**config.mk**
```make
export PLATFORM = sky130hd
export DESIGN_NAME = divider32
export DESIGN_NICKNAME = d
export VERILOG_FILES = /design/src/rtl/divider32_pkg.sv /design/src/rtl/divider32_sub_borrow.sv /design/src/rtl/divider32.sv
export SDC_FILE = /design/constraint.sdc
export NUM_CORES = 1
export LEC_CHECK = 0
export CORE_ASPECT_RATIO = 0.7
export CORE_MARGIN = 3
export CORE_UTILIZATION = 39
export CTS_CLUSTER_DIAMETER = 50
export DETAILED_ROUTE_END_ITERATION = 8
export PLACE_DENSITY_LB_ADDON = 0.15
export SYNTH_ARGS = -nofsm -noshare
export SYNTH_HDL_FRONTEND = slang
export SYNTH_SLANG_ARGS = --single-unit
```
**constraint.sdc**
```tcl
create_clock -name clk -period 14.31 [get_ports clk]
set_input_delay 2.1465 -clock clk [delete_from_list [all_inputs] [get_ports clk]]
set_output_delay 2.1465 -clock clk [all_outputs]
set_load 0.05 [all_outputs]
```
**src/rtl/divider32_pkg.sv**
```systemverilog
// Shared definitions for the iterative restoring divider.
package divider32_pkg;

  localparam int DEF_WIDTH = 32;
  localparam int DEF_CNT_W = $clog2(DEF_WIDTH);

  typedef enum logic [1:0] {
    IDLE = 2'd0,
    CALC = 2'd1,
    FIX  = 2'd2
  } state_t;

endpackage

```
**src/rtl/divider32_sub_borrow.sv**
```systemverilog
// Combinational ripple subtractor: a - b as a + ~b + 1, borrow is the inverted carry out.
module sub_borrow #(
  parameter int WIDTH = 33
) (
  input  logic [WIDTH-1:0] a,
  input  logic [WIDTH-1:0] b,
  output logic [WIDTH-1:0] diff,
  output logic             borrow
);

  logic [WIDTH:0] carry;

  assign carry[0] = 1'b1;

  for (genvar gi = 0; gi < WIDTH; gi++) begin : g_bit
    logic b_inv;
    assign b_inv         = ~b[gi];
    assign diff[gi]      = a[gi] ^ b_inv ^ carry[gi];
    assign carry[gi + 1] = (a[gi] & b_inv) | (carry[gi] & (a[gi] ^ b_inv));
  end

  assign borrow = ~carry[WIDTH];

endmodule

```
**src/rtl/divider32.sv**
```systemverilog
// Iterative restoring divider, one quotient bit per clock, RISC-V M-extension
// signed, divide-by-zero and overflow behaviour.
module divider32
  import divider32_pkg::*;
#(
  parameter int WIDTH = DEF_WIDTH
) (
  input  logic             clk,
  input  logic             rst_n,
  input  logic             start,
  input  logic             is_signed,
  input  logic [WIDTH-1:0] dividend,
  input  logic [WIDTH-1:0] divisor,
  output logic             busy,
  output logic             done,
  output logic [WIDTH-1:0] quotient,
  output logic [WIDTH-1:0] remainder
);

  localparam int CNT_W = $clog2(WIDTH);

  state_t state, state_next;

  // dvd doubles as the quotient register: dividend bits leave at the top
  // while quotient bits enter at the bottom.
  logic [WIDTH-1:0] dvd, dvs, rem, orig_dvd;
  logic [CNT_W-1:0] cnt;
  logic             q_neg, r_neg, div0;

  logic [WIDTH:0]   shifted, trial;
  logic             borrow;
  logic             unused_trial_msb;
  logic [WIDTH-1:0] dividend_mag, divisor_mag;

  assign shifted = {rem, dvd[WIDTH-1]};

  sub_borrow #(.WIDTH(WIDTH + 1)) u_sub (
    .a      (shifted),
    .b      ({1'b0, dvs}),
    .diff   (trial),
    .borrow (borrow)
  );

  // With no borrow the trial is below dvs, so its top bit is always zero.
  assign unused_trial_msb = trial[WIDTH];

  assign dividend_mag = (is_signed && dividend[WIDTH-1]) ? (~dividend + 1'b1) : dividend;
  assign divisor_mag  = (is_signed && divisor[WIDTH-1])  ? (~divisor + 1'b1)  : divisor;

  assign busy = (state != IDLE);

  always_ff @(posedge clk or negedge rst_n) begin
    if (!rst_n) begin
      state <= IDLE;
    end else begin
      state <= state_next;
    end
  end

  always_comb begin
    state_next = state;
    case (state)
      IDLE:    if (start) state_next = CALC;
      CALC:    if (cnt == '0) state_next = FIX;
      FIX:     state_next = IDLE;
      default: state_next = IDLE;
    endcase
  end

  always_ff @(posedge clk or negedge rst_n) begin
    if (!rst_n) begin
      dvd       <= '0;
      dvs       <= '0;
      rem       <= '0;
      orig_dvd  <= '0;
      cnt       <= '0;
      q_neg     <= 1'b0;
      r_neg     <= 1'b0;
      div0      <= 1'b0;
      done      <= 1'b0;
      quotient  <= '0;
      remainder <= '0;
    end else begin
      done <= (state == FIX);
      case (state)
        IDLE: begin
          if (start) begin
            dvd      <= dividend_mag;
            dvs      <= divisor_mag;
            orig_dvd <= dividend;
            rem      <= '0;
            cnt      <= CNT_W'(WIDTH - 1);
            q_neg    <= is_signed & (dividend[WIDTH-1] ^ divisor[WIDTH-1]);
            r_neg    <= is_signed & dividend[WIDTH-1];
            div0     <= (divisor == '0);
          end
        end
        CALC: begin
          rem <= borrow ? shifted[WIDTH-1:0] : trial[WIDTH-1:0];
          dvd <= {dvd[WIDTH-2:0], ~borrow};
          cnt <= cnt - 1'b1;
        end
        FIX: begin
          if (div0) begin
            quotient  <= '1;
            remainder <= orig_dvd;
          end else begin
            quotient  <= q_neg ? (~dvd + 1'b1) : dvd;
            remainder <= r_neg ? (~rem + 1'b1) : rem;
          end
        end
        default: ;
      endcase
    end
  end

endmodule

```
**Word level (Yosys, flattened, before mapping)**

Index checks and enable logic that the tools add are counted.

- Register bits: 203
- Input port bits: 68
- Output and inout bits: 66
- Logic and storage cells: 248

- Add/subtract/negate cells: 5
- Equality and inequality tests: 4
- Mux-type cells: 16
- Bitwise gates (word level): 201
- Reduce and logical (&&, ||, !) cells: 10

Operators by type and width:

| operator | number |
|---|---|
| 32-bit 2-to-1 mux | 9 |
| 32-bit by 1-bit adder with 32-bit output (second input constant) | 4 |
| 32-bit inverter | 4 |
| 32-bit one-hot mux with 2 select lines | 2 |
| 1-bit bitwise AND | 66 |
| 1-bit bitwise XOR | 64 |
| 1-bit inverter | 34 |
| 1-bit OR | 33 |
| 32-bit zero test | 1 |
| 5-bit one-hot mux with 2 select lines | 1 |
| 2-bit AND reduction | 3 |
| 5-bit zero test | 1 |
| 5-bit 2-to-1 mux | 1 |
| 5-bit by 1-bit subtractor with 5-bit output (second input constant) | 1 |
| 2-bit 2-to-1 mux | 2 |
| 2-bit inequality test (second input constant) | 2 |
| 2-bit one-hot mux with 2 select lines | 1 |
| 2-bit nonzero test | 2 |
| 2-bit by 1-bit == test with 1-bit output (second input constant) | 1 |
| 2-bit == test (second input constant) | 1 |
| 1-bit logical AND | 2 |
| 2-bit zero test | 1 |

**Longest topological paths before layout**

- Depth after elaboration: 69
- Depth in mapped cells: 41
- Gate-level depth less buffers: 40

**Modules after synthesis**

A second synthesis with hierarchy kept.

- Cells, all modules: 1312
- Area, all modules: 11853.9 µm²

Modules (own cells, without submodules):

| module | times used | cells an instance | area an instance (µm²) | sequential area each (µm²) |
|---|---|---|---|---|
| divider32 | 1 | 1212 | 10949.3 | 5079.9 |
| sub_borrow | 1 | 100 | 904.6 | 0.0 |

**Worst setup path before layout**

No wires, ideal clock.

- Kind: register to register
- Start: register dvd[31]
- End: register rem[10]
- Library setup time: 133 ps
- Arrival time: 13455 ps
- Data required time: 14177 ps
- Slack: 722 ps
- Cell stages (with the launch flop): 41
- Buffers on the path: 1
- Period minus slack after synthesis: 13588 ps
- Cells stage by stage: dfrtp_1 inv_1 ha_1 inv_1 fa_1 inv_1 fa_1 inv_1 fa_1 fa_1 fa_1 fa_1 fa_1 fa_1 fa_1 fa_1 fa_1 fa_1 [5 not listed] fa_1 fa_1 fa_1 fa_1 fa_1 fa_1 fa_1 fa_1 fa_1 fa_1 fa_1 fa_1 fa_1 fa_1 nor2_1 clkbuf_1 mux2i_1 o21ai_0

- Longest elaborated chain between the ends: 68
- Elaborated cells between the ends (all ways): 70
- Those cells by class: 2 x mux; 68 x bitwise

RTL lines:

| what | RTL line | text |
|---|---|---|
| from (decl) | divider32.sv:26 | `logic [WIDTH-1:0] dvd, dvs, rem, orig_dvd;` |
| from (signal assigned) | divider32.sv:88 | `dvd <= dividend_mag;` |
| from (signal assigned) | divider32.sv:100 | `dvd <= {dvd[WIDTH-2:0], ~borrow};` |
| 1-bit bitwise AND or 1-bit bitwise XOR (tied branches) | divider32_sub_borrow.sv:19 | `assign carry[gi + 1] = (a[gi] & b_inv) \| (carry[gi] & (a[gi] ^ b_inv));` |
| 1-bit OR (*) | divider32_sub_borrow.sv:19 |  |
| 1-bit bitwise AND (*) | divider32_sub_borrow.sv:19 |  |
| 1-bit OR (*) | divider32_sub_borrow.sv:19 |  |
| 1-bit bitwise AND (*) | divider32_sub_borrow.sv:19 |  |
| 1-bit OR (*) | divider32_sub_borrow.sv:19 |  |
| 1-bit bitwise AND (*) | divider32_sub_borrow.sv:19 |  |
| 1-bit OR (*) | divider32_sub_borrow.sv:19 |  |
| [52 not listed] | n/a |  |
| 1-bit bitwise AND | divider32_sub_borrow.sv:19 |  |
| 1-bit OR | divider32_sub_borrow.sv:19 |  |
| 1-bit bitwise AND | divider32_sub_borrow.sv:19 |  |
| 1-bit OR | divider32_sub_borrow.sv:19 |  |
| 1-bit bitwise AND | divider32_sub_borrow.sv:19 |  |
| 1-bit OR | divider32_sub_borrow.sv:19 |  |
| 32-bit 2-to-1 mux (*) | divider32.sv:99 | `rem <= borrow ? shifted[WIDTH-1:0] : trial[WIDTH-1:0];` |
| 32-bit one-hot mux with 2 select lines (*) | divider32.sv:85 | `case (state)` |
| to (signal assigned) | divider32.sv:99 |  |
| to (decl) | divider32.sv:26 |  |

Every way passes the cells marked *; elsewhere a longest branch is shown, timed or not.
A chain may end at the register's enable or synchronous reset.

**Worst setup path in the final report**

- Start: register dvd[31]
- End: register rem[4]

- Longest elaborated chain between the ends: 68
- Elaborated cells between the ends (all ways): 70
- Those cells by class: 2 x mux; 68 x bitwise

RTL lines:

| what | RTL line |
|---|---|
| 1-bit bitwise AND or 1-bit bitwise XOR (tied branches) | divider32_sub_borrow.sv:19 |
| 1-bit OR (*) | divider32_sub_borrow.sv:19 |
| 1-bit bitwise AND (*) | divider32_sub_borrow.sv:19 |
| 1-bit OR (*) | divider32_sub_borrow.sv:19 |
| 1-bit bitwise AND (*) | divider32_sub_borrow.sv:19 |
| 1-bit OR (*) | divider32_sub_borrow.sv:19 |
| 1-bit bitwise AND (*) | divider32_sub_borrow.sv:19 |
| 1-bit OR (*) | divider32_sub_borrow.sv:19 |
| [52 not listed] | n/a |
| 1-bit bitwise AND | divider32_sub_borrow.sv:19 |
| 1-bit OR | divider32_sub_borrow.sv:19 |
| 1-bit bitwise AND | divider32_sub_borrow.sv:19 |
| 1-bit OR | divider32_sub_borrow.sv:19 |
| 1-bit bitwise AND | divider32_sub_borrow.sv:19 |
| 1-bit OR | divider32_sub_borrow.sv:19 |
| 32-bit 2-to-1 mux (*) | divider32.sv:99 |
| 32-bit one-hot mux with 2 select lines (*) | divider32.sv:85 |

Marked as above.

==> flow_summary.json <==
{
  "cts_setup_buffers": 0,
  "hold_viol": 0,
  "drive_gt1_share_pct": 6.81,
  "netlist_instances": 1318,
  "worstSkewPairLatency_ns": 0.53,
  "synth-seq-cells": 203,
  "wl_per_cell_um": 18.7,
  "combPwrFrac_pct": 44.9,
  "fmax_ghz": 0.0734,
  "startpoint": "dvd[31]",
  "final.fill_count": 2885,
  "clock-sinks": 203,
  "dp_hpwl_um": 24000,
  "criticalPathCategory": "reg2reg",
  "final_cells": 1836,
  "hp-start": "orig_dvd[9]",
  "antenna_cells": 0,
  "cts_resized": 0,
  "p_leak_nw": 5.93,
  "grt_usage_pct": 20.8,
  "vias": 10200,
  "io_pins": 134,
  "cp_max_fo": 35,
  "rows": 53,
  "p_clk_share_pct": 21.2,
  "place_congestion": 0.834,
  "clockRootBuffer": "clkbuf_16",
  "yosysSeqAreaShare_pct": 42.3,
  "dieArea_um2": 32900,
  "clk_pin_slew_ns": 0.06,
  "power.density_nw_per_um2": 228,
  "cp_common_cell": "fa_1",
  "p_total_mw": 3.32,
  "slowest_delay_ns": 0.46,
  "path_delay_family": "adder cells",
  "post-route-drc-count": 0,
  "drt-total-wl_um": 34400,
  "antenna_found_initial": 0,
  "p_sw_mw": 1.42,
  "arrival_ns": 14.00,
  "cts_max_level": 1,
  "die-width_um": 216,
  "synth-async-reset-ratio_pct": 100,
  "finalClockSkew_ns": 0.0158,
  "report.final.setup_viol": 0,
  "tritoncts": "built",
  "hold_path_class": "reg2reg",
  "drtIter0Drc": 758,
  "syn-num-nets": 1424,
  "die_y_um": 153,
  "power_frac_seq_pct": 33.9,
  "status": "finished clean",
  "syn_avg_cell_area_um2": 9.10,
  "fin_crit_ns": 13.62,
  "cp-end-kind": "register",
  "synth_edf_count": 0,
  "rsz0062_at_grt": "no",
  "via_per_inst": 5.55,
  "io_buffer_count": 133,
  "finalMaxSlewViolations": 0,
  "cp-start-kind": "register",
  "slew_headroom_pct": 11.9,
  "switching_share_pct": 42.9,
  "setup_tns_ns": 0,
  "finalCritPeriodShare_pct": 95.2,
  "core_um2": 30200,
  "drv_cap": 0,
  "grt_max_degree": 91,
  "postCtsHoldBufs": 0,
  "timing.rr.start": "dvd[31]",
  "synth_cell_types": 60,
  "synth.cell_area_um2": 12000,
  "placed_cells": 1788,
  "drtAntennaViolNets": 0,
  "worst-path-buf-inv": 5,
  "intPower_mw": 1.90,
  "synth_ff_type": "dfrtp_1",
  "nets": 1510,
  "areaGrowthSynthToFinish_pct": 21.6,
  "clock_path_buffers": 3,
  "overflow": 0,
  "ys.warnings.count": 0,
  "first_global_vias": 9907,
  "peakVddDrop_uv": 148,
  "grt_pass1_wl_um": 55900,
  "cp_slowest_cell": "fa_1",
  "firstDrtPassIters": 7,
  "required_ns": 14.68,
  "cts_buffers": 26,
  "initial_core_util_pct": 39.8,
  "tightest_slew_ns": 1.32
}
## power groups by stage
stage	clock [mW]	sequential [mW]	combinational [mW]
finish	0.705	1.13	1.49
global route	0.746	1.17	1.68
CTS	0.722	1.13	1.51
detailed placement	0	1.13	1.50
global placement	0	1.13	1.47
floorplan	0	1.22	0.927
## per-stage QoR
stage | setup slack (ns) | cell area (µm²) | utilization [%] | hold slack [ns]
after floorplan | 0.722 | 12000 | - | 0.438
after global placement | 0.811 | 13700 | 45.3 | 0.456
after detailed placement | 0.670 | 13700 | 45.3 | 0.458
after CTS | 0.663 | 14600 | 48.3 | 0.474
after global routing | 0.114 | 14600 | 48.3 | 0.499
final | 0.687 | 14600 | 48.3 | 0.472
## state kept, by name, indices dropped and copies added (netlist names)
signal	cells
q_neg	1
remainder	32
quotient	32
done	1
dvd	32
r_neg	1
div0	1
dvs	32
cnt	5
orig_dvd	32
rem	32
state	2
## cell usage after synthesis (all sizes together), types with 31 or more instances
| library cell | instances | area share, % |
|---|---|---|
| xnor2 | 38 | 2.8 |
| xor2 | 57 | 4.2 |
| nor2 | 94 | 2.9 |
| a21oi | 67 | 2.8 |
| o21ai | 120 | 5.0 |
| inv | 53 | 1.7 |
| fa | 31 | 5.2 |
| nand3 | 41 | 1.7 |
| dfrtp | 203 | 42 |
| mux2i | 58 | 4.8 |
| clkbuf | 80 | 2.5 |
| nand2 | 172 | 5.4 |
## per-layer routing
layer | track usage, % | part of all wire (%) | up-vias
met5 | 0 | 0 | -
met4 | 3.71 | 1.6 | 0
met3 | 3.45 | 6.4 | 33
met2 | 29.7 | 43 | 299
met1 | 33.1 | 49 | 5033
li1 | - | - | 4821
## kinds of logic after synthesis
kind of cell               count (synthesis)  synth area share [%]
AOI/OAI and AO/OA                        327                  16.9
muxes                                     58                  4.84
xor gates and xnor gates                  95                  6.94
DFF                                      203                  42.3
adders and majority gates                 38                  5.90
buffers and inverters                    145                  4.74
and+or+nand+nor                          452                  18.4
## tightest hold or removal path: stages, from the launching register on
cell	delay, ns
dfrtp_1	0.34
nand2_1	0.05
nand2_1	0.05
## layout make-up
| cell class | count | area (µm²) | area share (%) |
|---|---|---|---|
| Clock inverter | 18 | 240 | 1.65 |
| Inverter | 54 | 203 | 1.39 |
| Clock buffer | 30 | 687 | 4.71 |
| Tap cell | 412 | 515 | 3.53 |
| Timing Repair Buffer | 149 | 1470 | 10.1 |
| Sequential cell | 203 | 5080 | 34.8 |
| Multi-Input combinational cell | 970 | 6390 | 43.8 |
## worst paths after layout
kind / cells past startpoint / slack, ns / to
setup / recovery: 40 / 0.69 / rem[4]
hold / removal: 2 / 0.47 / orig_dvd[9]
setup reg to reg: 40 / 0.69 / rem[4]
hold reg to reg: 2 / 0.47 / orig_dvd[9]
max in group asynchronous: 3 / 10.47 / orig_dvd[30]
min in group asynchronous: 1 / 1.59 / remainder[0]
## layout by cell type (no fill, tap or decap), types with 15 or more instances in the layout
master / netlist / layout
o41ai_1: 16 / 16
nor3_1: 24 / 23
nor2_1: 94 / 91
inv_1: 53 / 53
xnor2_1: 38 / 38
mux2i_1: 58 / 58
a22oi_1: 26 / 26
dfrtp_1: 203 / 203
or3_1: 21 / 21
nand2_1: 172 / 171
buf_4: 0 / 15
nor4_1: 20 / 19
a31oi_1: 15 / 15
a21oi_1: 67 / 67
xor2_1: 57 / 57
o21ai_0: 118 / 118
nand3_1: 41 / 41
fa_1: 31 / 31
clkdlybuf4s50_1: 0 / 132
o31ai_1: 25 / 25
clkbuf_16: 0 / 27
Note: power is estimated with default switching activity, not from simulation.
